<file path="src/rtl/serializer_arbiter.sv">
// Round-robin owner of one shared word-to-bit serializer: grant/ack one cycle after a request is seen in ARB,
// load held until the serializer accepts it, frame ends after LENGTH sink-accepted beats (stalls extend it).
module serializer_arbiter #(
  parameter int LENGTH  = 32,
  parameter int N       = 4,
  parameter int CH_BITS = $clog2(N)
) (
  input  logic                  i_clk,
  input  logic                  i_rst,
  input  logic                  i_en,
  input  logic [N*LENGTH-1:0]   iv_req_data,
  input  logic [N-1:0]          iv_req_valid,
  output logic [N-1:0]          ov_req_ack,
  output logic [LENGTH-1:0]     ov_ser_din,
  output logic                  o_ser_din_valid,
  input  logic                  i_ser_ready,
  input  logic                  i_ser_dout_valid,
  input  logic                  i_sink_ready,
  output logic [CH_BITS-1:0]    ov_grant,
  output logic                  o_grant_valid,
  output logic                  o_frame_end
);

  localparam int BEAT_BITS = $clog2(LENGTH + 1);

  typedef enum logic [1:0] {
    ARB    = 2'd0,
    ISSUE  = 2'd1,
    STREAM = 2'd2,
    DONE   = 2'd3
  } state_t;

  state_t               r_state;
  state_t               w_next;
  logic [LENGTH-1:0]    r_word;
  logic [CH_BITS-1:0]   r_ptr;
  logic [CH_BITS-1:0]   r_grant;
  logic [BEAT_BITS-1:0] r_beat;
  logic                 r_first;
  logic                 w_win;
  logic [CH_BITS-1:0]   w_win_ch;
  logic                 w_beat;
  logic                 w_last_beat;

  // Search starts at the pointer and wraps, so the last served channel is checked last.
  always_comb begin
    int idx;
    idx      = 0;
    w_win    = 1'b0;
    w_win_ch = '0;
    for (int i = 0; i < N; i++) begin
      idx = int'(r_ptr) + i;
      if (idx >= N) idx = idx - N;
      if (!w_win && iv_req_valid[idx[CH_BITS-1:0]]) begin
        w_win    = 1'b1;
        w_win_ch = idx[CH_BITS-1:0];
      end
    end
  end

  assign w_beat      = (r_state == STREAM) && i_ser_dout_valid && i_sink_ready;
  assign w_last_beat = w_beat && (r_beat == BEAT_BITS'(LENGTH - 1));

  always_ff @(posedge i_clk) begin
    if (i_rst) begin
      r_state <= ARB;
    end else if (i_en) begin
      r_state <= w_next;
    end
  end

  always_comb begin
    w_next = r_state;
    case (r_state)
      ARB:     if (w_win)       w_next = ISSUE;
      ISSUE:   if (i_ser_ready) w_next = STREAM;
      STREAM:  if (w_last_beat) w_next = DONE;
      DONE:    w_next = ARB;
      default: w_next = ARB;
    endcase
  end

  always_ff @(posedge i_clk) begin
    if (i_rst) begin
      r_word  <= '0;
      r_ptr   <= '0;
      r_grant <= '0;
      r_beat  <= '0;
      r_first <= 1'b0;
    end else if (i_en) begin
      r_first <= (r_state == ARB) && w_win;
      if ((r_state == ARB) && w_win) begin
        r_word  <= iv_req_data[int'(w_win_ch)*LENGTH +: LENGTH];
        r_grant <= w_win_ch;
        r_beat  <= '0;
      end
      if (w_beat) begin
        r_beat <= r_beat + 1'b1;
      end
      if (r_state == DONE) begin
        r_ptr <= (r_grant == CH_BITS'(N - 1)) ? '0 : r_grant + 1'b1;
      end
    end
  end

  // Outputs decode from registered state, so a frozen enable freezes every output with it.
  always_comb begin
    ov_req_ack = '0;
    if (r_first) ov_req_ack[r_grant] = 1'b1;
    o_ser_din_valid = (r_state == ISSUE);
    o_grant_valid   = (r_state == ISSUE) || (r_state == STREAM);
    o_frame_end     = (r_state == DONE);
  end

  assign ov_ser_din = r_word;
  assign ov_grant   = r_grant;

endmodule

</file>
<file path="config.mk">
export PLATFORM = sky130hd
export DESIGN_NAME = serializer_arbiter
export DESIGN_NICKNAME = d
export VERILOG_FILES = /design/src/rtl/serializer_arbiter.sv
export SDC_FILE = /design/constraint.sdc
export NUM_CORES = 1
export LEC_CHECK = 0
export CAP_MARGIN = 15
export CORE_AREA = 2 2 91 93
export CTS_CLUSTER_SIZE = 24
export DETAILED_ROUTE_END_ITERATION = 10
export DIE_AREA = 0 0 93 95
export HOLD_SLACK_MARGIN = 0.06
export PLACE_DENSITY = 0.88
export SLEW_MARGIN = 20
export SYNTH_ARGS = -nofsm -noshare
export SYNTH_HDL_FRONTEND = slang
export SYNTH_SLANG_ARGS = --single-unit
</file>
<file path="constraint.sdc">
create_clock -name i_clk -period 1.75 [get_ports i_clk]
set_input_delay 0.35 -clock i_clk [delete_from_list [all_inputs] [get_ports i_clk]]
set_output_delay 0.35 -clock i_clk [all_outputs]
set_load 0.03 [all_outputs]
</file>
**Yosys cells after proc, flatten, opt, wreduce, memory -nomap -nowiden**

Cells that the tools add are included.

- Bits in registers: 45
- Input bits: 138
- Output and inout port bits: 41
- Word-level logic and storage cells: 82

- Add/sub/neg operators: 9
- Magnitude comparators: 10
- Equal/unequal tests: 8
- Shifts and indexed selects: 1
- Multiplexer cells: 30
- Reduce and logical (&&, ||, !) cells: 18

Operators with widths:

| operator | number |
|---|---|
| $shiftx 128x8->32 | 1 |
| $mux 2 | 12 |
| $lt 2x3->1 const B | 5 |
| $mux 6 | 2 |
| $ge 3x3->1 const B | 3 |
| $mux 1 | 9 |
| $bmux 1 s2 | 4 |
| $logic_and 1x1->1 | 8 |
| $pmux 2 s4 | 1 |
| $sub 2x1->2 const B | 4 |
| $add 2x2->3 const B | 2 |
| $add 6x1->6 const B | 1 |
| $eq 2x2->1 const B | 3 |
| $eq 6x5->1 const B | 1 |
| $reduce_and 2->1 | 3 |
| $mux 4 | 1 |
| $ne 2x2->1 const B | 2 |
| $reduce_and 4->1 | 1 |
| $add 2x1->3 const B | 1 |
| $ge 2x3->1 const B | 1 |
| $logic_not 1->1 | 3 |
| $add 2x1->2 const B | 1 |
| $demux 1 s2 | 1 |
| $eq 2x1->1 const B | 1 |
| 5 further kinds | 5 |

**Depth between registers and ports, before layout**

- Word-level depth: 17
- Depth in mapped cells: 8
- Depth with buffers taken out: 7

**Worst setup path before layout**

Ideal clock, no wire load.

- Path kind: input to register
- Start: in iv_req_valid[0]
- End: reg r_word[16], in the netlist ov_ser_din[16]
- Library setup time: 124 ps
- Arrival: 1382 ps
- Data required time: 1626 ps
- Setup slack: 244 ps
- Stages: 6
- Path buffers: 1
- Cell sequence: nor2b_1 > o21ba_2 > nor2_4 > buf_4 > mux2i_1 > o211ai_2

- Word-level cells in the longest chain between the ends: 14
- Elaborated cells on any way between the ends: 25
- Classes of those cells: shift (1); mux (16); reduce/logical (8)

RTL lines:

| element | RTL line | RTL |
|---|---|---|
| start: declaration | 12 | `input logic [N-1:0] iv_req_valid,` |
| branches (longest 14 deep; another with $bmux 1 s2) | - |  |
| end signal: assignment | 93 | `r_word <= iv_req_data[int'(w_win_ch)*LENGTH +: LENGTH];` |
| end: declaration | 35 | `logic [LENGTH-1:0] r_word;` |

Several ways; the timed one is not identified. The select of a mux whose other input is x is not followed.
A chain may end at the register's enable or synchronous reset.

**Final worst setup path**

- Start: reg r_word[28], in the netlist ov_ser_din[28]
- End: out ov_ser_din[28]

RTL lines:

| element | RTL line | RTL |
|---|---|---|
| end: declaration | 14 | `output logic [LENGTH-1:0] ov_ser_din,` |

No word-level cell between the ends.

==> summary.md <==
| Metric | Value |
|---|---|
| Port bufs | `178` |
| Initial Util | `0.367` |
| Core area | `7930 sq um` |
| Fmax achieved | `0.590 GHz` |
| Grt met2 use | `0.420` |
| Commonest non-fill, non-tap cell in the layout | `clkdlybuf4s50_1` |
| Fin crit period | `1.69 ns` |
| Reg clk slew, reported paths | `0.09 ns` |
| CTS tree | `yes` |
| Layout cells sized above 1 | `0.148` |
| Post-DP HPWL | `7990 um` |
| Die Ht | `between 90 and 100 um` |
| Worst-path cell chain | `clkdlybuf4s50_1` |
| Top post-synthesis cells by area | `dfxtp_1 (31%), mux2i_1 (15%), o211ai_2 (6.4%)` |
| Startpoint types | `flip-flop` |
| FP Rows | `33` |
| I/O pin total | `179` |
| Min-delay worst type | `flip-flop to flip-flop` |
| First-pass GRT wire length | `approximately 16000 um` |
| Syn Nets | `approximately 480` |
| Top cell type's share of synthesized area | `0.309` |
| Largest net degree at the start of global routing | `23` |
| Flop2flop setup slack | `around 0.080 ns` |
| Drt total wl | `between 10000 and 15000 um` |
| Layout area overhead | `77.5%` |
| Leakage power | `around 2.1 nW` |
| Filler Cell Count | `~660` |
| Power, Total | `approximately 3.1 mW` |
| Iteration-0 DRC Markers | `between 60 and 70` |
| Maximum VDD drop | `0.397 mV` |
| Max_cap viols | `0` |
| Pwr dens | `a little over 600 nW/um^2` |
| Final setup fails | `0` |
| Sequential cell area fraction in the yosys report | `0.309` |
| Critical path fanouts, max | `2` |
| Via density | `between 5 and 6` |
| Gr usage total | `0.224` |
| GR peak layer | `met2` |
| Die area | `just under 9000 sq um` |
| Outcome | `complete, no violations` |
| Cts bufs inserted | `5` |
| Layout Skew | `0.00336 ns` |
| Required time worst endpoint | `~1.4 ns` |
| Buf/Inv on CP | `1` |
| Mapped Area | `slightly below 3000 sq um` |
| Post-synthesis register bit count | `45` |
| CTS HTree Levels | `2` |
| Library cells used by synthesis | `43` |
| Post CTS Setup Buffer Count | `0` |
| CP arrival | `around 1.3 ns` |
| Setup CP Type | `flip-flop to primary output` |
| Die X | `approximately 93 um` |
| Worst setup EP type | `primary output` |
| Fin nets | `about 670` |
| Clk root buf | `clkbuf_8` |
| Sink Count | `45` |
| Commonest cells after routing, fill and taps aside | `clkdlybuf4s50_1 (165), mux2i_1 (43), nand2_1 (42), dfxtp_1 (41), nand3_1 (25)` |
| Fin Setup TNS | `0 ns` |
| Hold slack | `between 0.4 and 0.5 ns` |
| First-pass detailed-route iteration total | `4` |
| Rel. slew slack | `0.740` |
| Cell count after synthesis | `between 300 and 400` |
| Initial antenna violation count | `0` |
| Global-route congestion overflow total | `0` |
| Fin. Hold Viols | `0` |
| Final Max Slew Viols | `0` |
| Worst path slowest cell | `clkdlybuf4s50_1` |
| CP delay by family, top | `buffers and inverters` |
| Worst-margin pin slew | `0.388 ns` |
| Clock Latency Late Sink | `approximately 0.3 ns` |
| Yosys warns | `0` |
| Residual DRC | `0` |
| Antenna Violating Nets Remaining | `0` |
| CTS Buffer Depth | `2` |
| Met3 Use GR | `0.0479` |
| Yosys top cell by area | `dfxtp_1` |
| Final Cycle Share | `0.968` |
| Number of global-route vias before repair | `3402` |
| Vias | `roughly 3300` |
| Syn_area_per_cell | `between 8 and 9 sq um` |
| ANT cells | `0` |
| Slowest Stage Delay on Critical Path | `approximately 0.69 ns` |
| Final Wtd Congestion | `0.884` |
| Met1 Use GR | `0.244` |
| Routed WL per cell | `around 16 um` |
stage by stage:
| stage | std cells | utilization | instance area [sq um] | setup WS [ns] |
|---|---|---|---|---|
| after floorplan | 329 | - | 2910 | 0.244 |
| after global routing | 632 | 0.652 | 5170 | -0.00357 |
| final | 632 | 0.652 | 5170 | 0.0561 |
| after CTS | 632 | 0.651 | 5160 | 0.00355 |
| after global placement | 624 | 0.639 | 5070 | -0.365 |
| after detailed placement | 624 | 0.639 | 5070 | -0.451 |
final timing paths:
check                       from             end  depth (start not counted)
setup / recovery  ov_ser_din[28]  ov_ser_din[28]                          1
hold / removal    ov_ser_din[26]  ov_ser_din[26]                          2
setup reg to reg        r_ptr[0]  ov_ser_din[27]                          6
hold reg to reg   ov_ser_din[26]  ov_ser_din[26]                          2
Yosys cell counts (all sizes together):
cell type / n
nor3: 2
nor4: 1
o221ai: 11
nor2: 17
and2: 4
dfxtp: 45
a21oi: 8
inv: 7
and3: 1
a221oi: 1
xor2: 3
a221o: 1
nand4: 2
o211ai: 22
a21boi: 1
mux2i: 44
o21bai: 2
o2111ai: 1
or3b: 1
nand3: 25
nand2b: 1
nand4b: 1
buf: 14
or2: 1
nand2: 44
o21ai: 25
xnor2: 1
a21o: 23
nor2b: 2
o21ba: 1
a22oi: 1
clkbuf: 6
ha: 10
cell type report:
class | instances | area, sq um | area share
clock buffers | 6 | 72.6 | 0.0140
well taps | 105 | 131 | 0.0254
multi-input cells | 257 | 1900 | 0.368
inverters | 7 | 26.3 | 0.00508
repair buffers | 210 | 2120 | 0.410
flip-flops and latches | 45 | 908 | 0.176
clock inverters | 2 | 10.0 | 0.00194
tightest hold or removal path: cells and delay by family (launching register included):
kind / cells / cell delay (ns)
flops: 1 / 0.33
compound gates: 1 / 0.05
simple gates: 1 / 0.05
power breakdown:
| group | internal, mW | leakage [nW] | switching [mW] |
|---|---|---|---|
| Sequential | 1.12 | 0.370 | 0.0591 |
| Combinational | 0.696 | 1.68 | 0.617 |
| Clock | 0.278 | 0.0450 | 0.358 |
state kept, by name, summed over array words and instances, names as in the netlist:
name        cells
ov_ser_din     32
ov_grant        2
r_first         1
r_ptr           2
r_state         2
r_beat          6
cells by family after synthesis:
kind of cell / after synthesis / share of synthesized area
AOI/OAI and AO/OA: 97 / 0.264
xor gates and xnor gates: 4 / 0.0120
adders and majority gates: 10 / 0.0430
buffers and inverters: 27 / 0.0511
DFF: 45 / 0.309
muxes: 44 / 0.151
and+or+nand+nor: 102 / 0.169
per-layer routing:
metal	wire (um)	vias up
met3	694	23
met4	246	0
li1	-	1599
met1	3860	1553
met5	0	-
met2	5370	153
repair_timing:
item                                    CTS  global route
resized for setup                        19            17
hold buffers                              0             0
endpoints found under the setup margin   49            47
pin swaps                                 1             2
Note: power is estimated with default switching activity, not from simulation.
